$ cat config.mk
export PLATFORM = sky130hd
export DESIGN_NAME = hazard_scoreboard
export DESIGN_NICKNAME = d
export VERILOG_FILES = /design/src/rtl/hazard_scoreboard.sv
export SDC_FILE = /design/constraint.sdc
export NUM_CORES = 1
export LEC_CHECK = 0
export ABC_AREA = 1
export BUFFER_PORTS_ARGS = -buffer_cell sky130_fd_sc_hd__buf_2
export CELL_PAD_IN_SITES_DETAIL_PLACEMENT = 1
export CELL_PAD_IN_SITES_GLOBAL_PLACEMENT = 1
export CORE_MARGIN = 2
export CORE_UTILIZATION = 28
export DETAILED_ROUTE_END_ITERATION = 6
export PLACE_DENSITY_LB_ADDON = 0.1
export SYNTH_ARGS = -nofsm -noshare
export SYNTH_HDL_FRONTEND = slang
export SYNTH_SLANG_ARGS = --single-unit
$ cat constraint.sdc
create_clock -name clk -period 1.45 [get_ports clk]
set_input_delay 0 -clock clk [delete_from_list [all_inputs] [get_ports clk]]
set_output_delay 0 -clock clk [all_outputs]
set_load 0.03 [all_outputs]
$ cat src/rtl/hazard_scoreboard.sv
// Hazard/forwarding scoreboard at the ID stage: tracks in-flight destinations in a DEPTH-entry shift pipe.
// Optional stall/flush performance counters are enabled by defining HAZARD_SCOREBOARD_PERF_EN.
module hazard_scoreboard #(
    parameter int NREG       = 32,
    parameter int DEPTH      = 3,
    parameter int NSRC       = 2,
    parameter int LOAD_STAGE = 1,
    parameter int ZERO_REG   = 31,
    localparam int AW = $clog2(NREG),
    localparam int FW = $clog2(DEPTH + 1)
) (
    input  logic                 clk,
    input  logic                 reset,
    input  logic                 id_valid,
    input  logic [NSRC*AW-1:0]   id_src,
    input  logic [NSRC-1:0]      id_src_used,
    input  logic [AW-1:0]        id_rd,
    input  logic                 id_wr_en,
    input  logic                 id_is_load,
    input  logic                 hold,
    input  logic                 flush,
    output logic                 stall,
    output logic [NSRC*FW-1:0]   fwd_sel,
    output logic [31:0]          stall_count,
    output logic [31:0]          flush_count
);

    localparam logic [AW-1:0] ZR = AW'(ZERO_REG);

    logic [DEPTH-1:0]         ent_valid;
    logic [DEPTH-1:0]         ent_wr;
    logic [DEPTH-1:0]         ent_load;
    logic [DEPTH-1:0][AW-1:0] ent_rd;

    logic                     blocked;
    logic [NSRC*FW-1:0]       fwd_raw;
    logic                     hit;
    int                       hit_k;
    logic                     hit_load;

    logic                     bubble;
    logic                     new_valid;
    logic                     new_wr;
    logic                     new_load;
    logic [AW-1:0]            new_rd;

    // Scan oldest to youngest so the youngest matching producer wins.
    always_comb begin
        blocked  = 1'b0;
        fwd_raw  = '0;
        hit      = 1'b0;
        hit_k    = 0;
        hit_load = 1'b0;
        for (int i = 0; i < NSRC; i++) begin
            hit      = 1'b0;
            hit_k    = 0;
            hit_load = 1'b0;
            for (int k = DEPTH - 1; k >= 0; k--) begin
                if (id_src_used[i] && (id_src[i*AW +: AW] != ZR) && ent_valid[k] &&
                    ent_wr[k] && (ent_rd[k] == id_src[i*AW +: AW])) begin
                    hit      = 1'b1;
                    hit_k    = k;
                    hit_load = ent_load[k];
                end
            end
            if (hit) begin
                if (hit_load && (hit_k < LOAD_STAGE)) begin
                    blocked = 1'b1;
                end else if (hit_k < DEPTH - 1) begin
                    fwd_raw[i*FW +: FW] = FW'(hit_k + 1);
                end
            end
        end
    end

    assign stall   = id_valid & ~flush & blocked;
    assign fwd_sel = stall ? '0 : fwd_raw;

    assign bubble    = flush | stall;
    assign new_valid = id_valid & ~bubble;
    assign new_wr    = id_wr_en & (id_rd != ZR) & ~bubble;
    assign new_load  = id_is_load & ~bubble;
    assign new_rd    = bubble ? '0 : id_rd;

    always_ff @(posedge clk or posedge reset) begin
        if (reset) begin
            ent_valid <= '0;
            ent_wr    <= '0;
            ent_load  <= '0;
            ent_rd    <= '0;
        end else if (!hold) begin
            ent_valid <= {ent_valid[DEPTH-2:0], new_valid};
            ent_wr    <= {ent_wr[DEPTH-2:0], new_wr};
            ent_load  <= {ent_load[DEPTH-2:0], new_load};
            ent_rd    <= {ent_rd[DEPTH-2:0], new_rd};
        end
    end

`ifdef HAZARD_SCOREBOARD_PERF_EN
    logic [31:0] stall_cnt;
    logic [31:0] flush_cnt;

    always_ff @(posedge clk or posedge reset) begin
        if (reset) begin
            stall_cnt <= '0;
            flush_cnt <= '0;
        end else if (!hold) begin
            if (stall) stall_cnt <= stall_cnt + 32'd1;
            if (flush) flush_cnt <= flush_cnt + 32'd1;
        end
    end

    assign stall_count = stall_cnt;
    assign flush_count = flush_cnt;
`else
    assign stall_count = '0;
    assign flush_count = '0;
`endif

endmodule

==> flow_summary_export.csv <==
group,metric,value,unit
outcome,status,"finished, violations left",
outcome,violations,"negative setup slack",
grt,grt_overflow,0,
timing,period_needed,1.60,ns
floorplanning,ios,93,
placement,preCtsSetupSlack,0.0159,ns
power_and_ir_drop,peakVddDrop,0.000225,V
timing,fmax,626,MHz
floorplanning,start_util,0.288,
cells_and_area,fin_area,1710,um2
grt,grt_pass1_vias,1185,
worst_setup_path,reg2reg_setup_slack,0.04,ns
timing,finalSetupViolCount,5,
synthesis,netlist_instances,249,
placement,hpwlAfterDp,3080,um
worst_setup_path,cp-start-kind,"flop",
clock_tree,cts_buffers,3,
placement,io_buffers,28,
drt,drt_wl_total,3860,um
cells_and_area,diodes,0,
hold_path,holdPathEnd,"ent_load[0]",
cells_and_area,finalNetCount,306,
worst_setup_path,arrival,1.60,ns
timing,tightest_slew,0.645,ns
synthesis,syn_area_per_cell,6.33,um2
timing,drv_slew,0,
grt,grt_pass1_wl,5970,um
placement,place_area,1560,um2
drt,vias_per_cell,3.69,
worst_setup_path,r2r-end,"ent_rd[1]",
power_and_ir_drop,p_per_area,774,nW/um2
grt,grt_usage,0.124,
synthesis,synth_cell_types,22,
worst_setup_path,worstPathRequired,1.45,ns
timing,post-route-period-util,1.10,
clock_tree,cts_tree,"yes",
floorplanning,core_area,5470,um2
hold_path,min_path_cells,5,
grt,grt_max_degree,31,
timing,layout_setup_ws,-0.147,ns
cells_and_area,drive_above_1_share,0.199,
drt,drt_iter0_drc,65,
job,drv_cap,0,
clock_tree,insertion_delay,0.25,ns
worst_setup_path,worst_setup_path_end_kind,"primary output",
floorplanning,die_h,79.0,um
clock_tree,cts_root_buf,"clkbuf_8",
worst_setup_path,crit_chain,"inv_2 > nand2_1 > nand2_1 > nor2_1 > nand4_1 > or2_1 > nor2_1 > buf_4",
drt,postRouteAntennaNets,0,
timing,finalClockSkew,0.00310,ns
synthesis,seq_area_frac_synth,0.238,
worst_setup_path,slowest_delay,0.40,ns
worst_setup_path,worstRegToRegCells,10,
timing,timing.hold.ws,0.0644,ns
drt,routedWlPerCell,10.9,um
worst_setup_path,slowest_stage,"dfrtp_2",
hold_path,hp-start,"id_is_load",
worst_setup_path,cp_max_fo,4,
floorplanning,die_area,6250,um2
hold_path,min_path_type,"in -> reg",
timing,rsz0062_at_grt,"true",
grt,antenna_found_initial,0,
power_and_ir_drop,p_leak,1.03,nW
synthesis,syn_area,1580,um2
cells_and_area,ff_latch_area,377,um2
cells_and_area,multi_input_area,851,um2
power_and_ir_drop,total_power,1.32,mW
placement,gp_congestion,0.811,
worst_setup_path,path_class,"reg -> out",
timing,relSlewSlack,0.570,
clock_tree,cts.htree.levels,1,
cells_and_area,nFillCells,774,
timing,hold_violations,0,
synthesis,yosys_warnings,0,
synthesis,synth-seq-cells,15,
floorplanning,die_x,79.0,um
clock_tree,clock_sinks,15,
drt,drtPass1Iterations,4,
clock_tree,clockBufferDepth,2,
floorplanning,fp-row-count,27,
drt,drc_errors,0,
drt,num_vias,1301,
worst_setup_path,r2r-start,"ent_rd[4]",
timing,fin_tns_setup,-0.593,ns
cells_and_area,area_growth,8.41,%
clock_tree,clk_pin_slew_worst_paths,0.07,ns
-- repair_timing --
| item | CTS | global route |
|---|---|---|
| setup endpoints to repair | 6 | 13 |
| gates resized for setup | 16 | 10 |
| pin swaps | 5 | 5 |
| hold buffers | 1 | 0 |
| hold endpoints to repair | 15 | 0 |
| buffers inserted | 2 | 1 |
-- synth_stat cells, drive strengths merged --
cell type / instances / area [um2]
xor2: 3 / 26.3
xnor2: 2 / 17.5
nor2: 28 / 108
nand3: 12 / 60.1
nor3: 2 / 10.0
nand2: 65 / 246
buf: 68 / 498
nor4: 1 / 6.26
conb: 1 / 3.75
nand4: 3 / 18.8
dfrtp: 15 / 375
inv: 34 / 128
a21oi: 5 / 25.0
o21ai: 6 / 30.0
nor3b: 1 / 7.51
or2: 2 / 12.5
clkbuf: 1 / 3.75
-- state kept, by name, summed over array words and instances, names as in the netlist --
signal	count
ent_load	1
ent_rd	10
ent_valid	2
ent_wr	2
-- logic make-up after synthesis --
family                 share of synthesized area
AO/OA/AOI/OAI                             0.0349
XOR/XNOR                                  0.0278
other                                    0.00238
AND/OR/NAND/NOR                            0.298
buffers and inverters                      0.399
flip-flops                                 0.238
-- power breakdown --
part	switching (mW)	internal (mW)	leakage (nW)
Clock	0.171	0.191	0.0255
Combinational	0.369	0.101	0.814
Sequential	0.0368	0.455	0.194
Total	0.577	0.747	1.03
-- stage by stage --
step / utilization / cells
2_1_floorplan: - / 312
3_3_place_gp: 0.284 / 345
3_5_place_dp: 0.284 / 345
4_1_cts: 0.307 / 352
5_1_grt: 0.312 / 353
6_report: 0.312 / 353
-- how the worst max path moves through the flow --
stage	startpoint	endpoint	depth (start not counted)
2_1_floorplan	ent_rd[2]	fwd_sel[1]	9
3_3_place_gp	ent_rd[4]	fwd_sel[3]	10
3_5_place_dp	ent_rd[3]	fwd_sel[1]	10
4_1_cts	ent_rd[4]	fwd_sel[0]	8
5_1_grt	ent_rd[1]	fwd_sel[0]	8
6_report	ent_rd[4]	fwd_sel[0]	8
-- layout by cell type, fill, tap and decap left out, drive strengths merged --
cell type / instances
a21oi: 5
buf: 33
clkbuf: 3
clkinv: 1
conb: 64
dfrtp: 15
dlygate4sd3: 1
inv: 34
nand2: 65
nand3: 12
nand4: 3
nor2: 28
nor3: 2
nor3b: 1
nor4: 1
o21ai: 6
or2: 2
xnor2: 2
xor2: 3
-- critical path, delay by kind of cell (launching register included) --
family	cells	cell delay [ns]
AND/OR/NAND/NOR	6	0.71
flip-flops	1	0.40
buffers and inverters	2	0.23
-- layout make-up --
| type | instances | share of cell area |
|---|---|---|
| Multi-Input combinational cell | 194 | 0.498 |
| Clock inverter | 1 | 0.00293 |
| Sequential cell | 15 | 0.220 |
| Inverter | 34 | 0.0761 |
| Tap cell | 72 | 0.0527 |
| Clock buffer | 3 | 0.0242 |
| Timing Repair Buffer | 34 | 0.126 |
-- routing by layer --
layer,track usage,share of wire,vias to the layer above
met3,0.0227,0.056,2
met1,0.167,0.48,579
met4,0.0310,0.0026,0
met2,0.205,0.46,40
li1,-,-,680
met5,0,0,-
(Power assumes the default switching activity.)
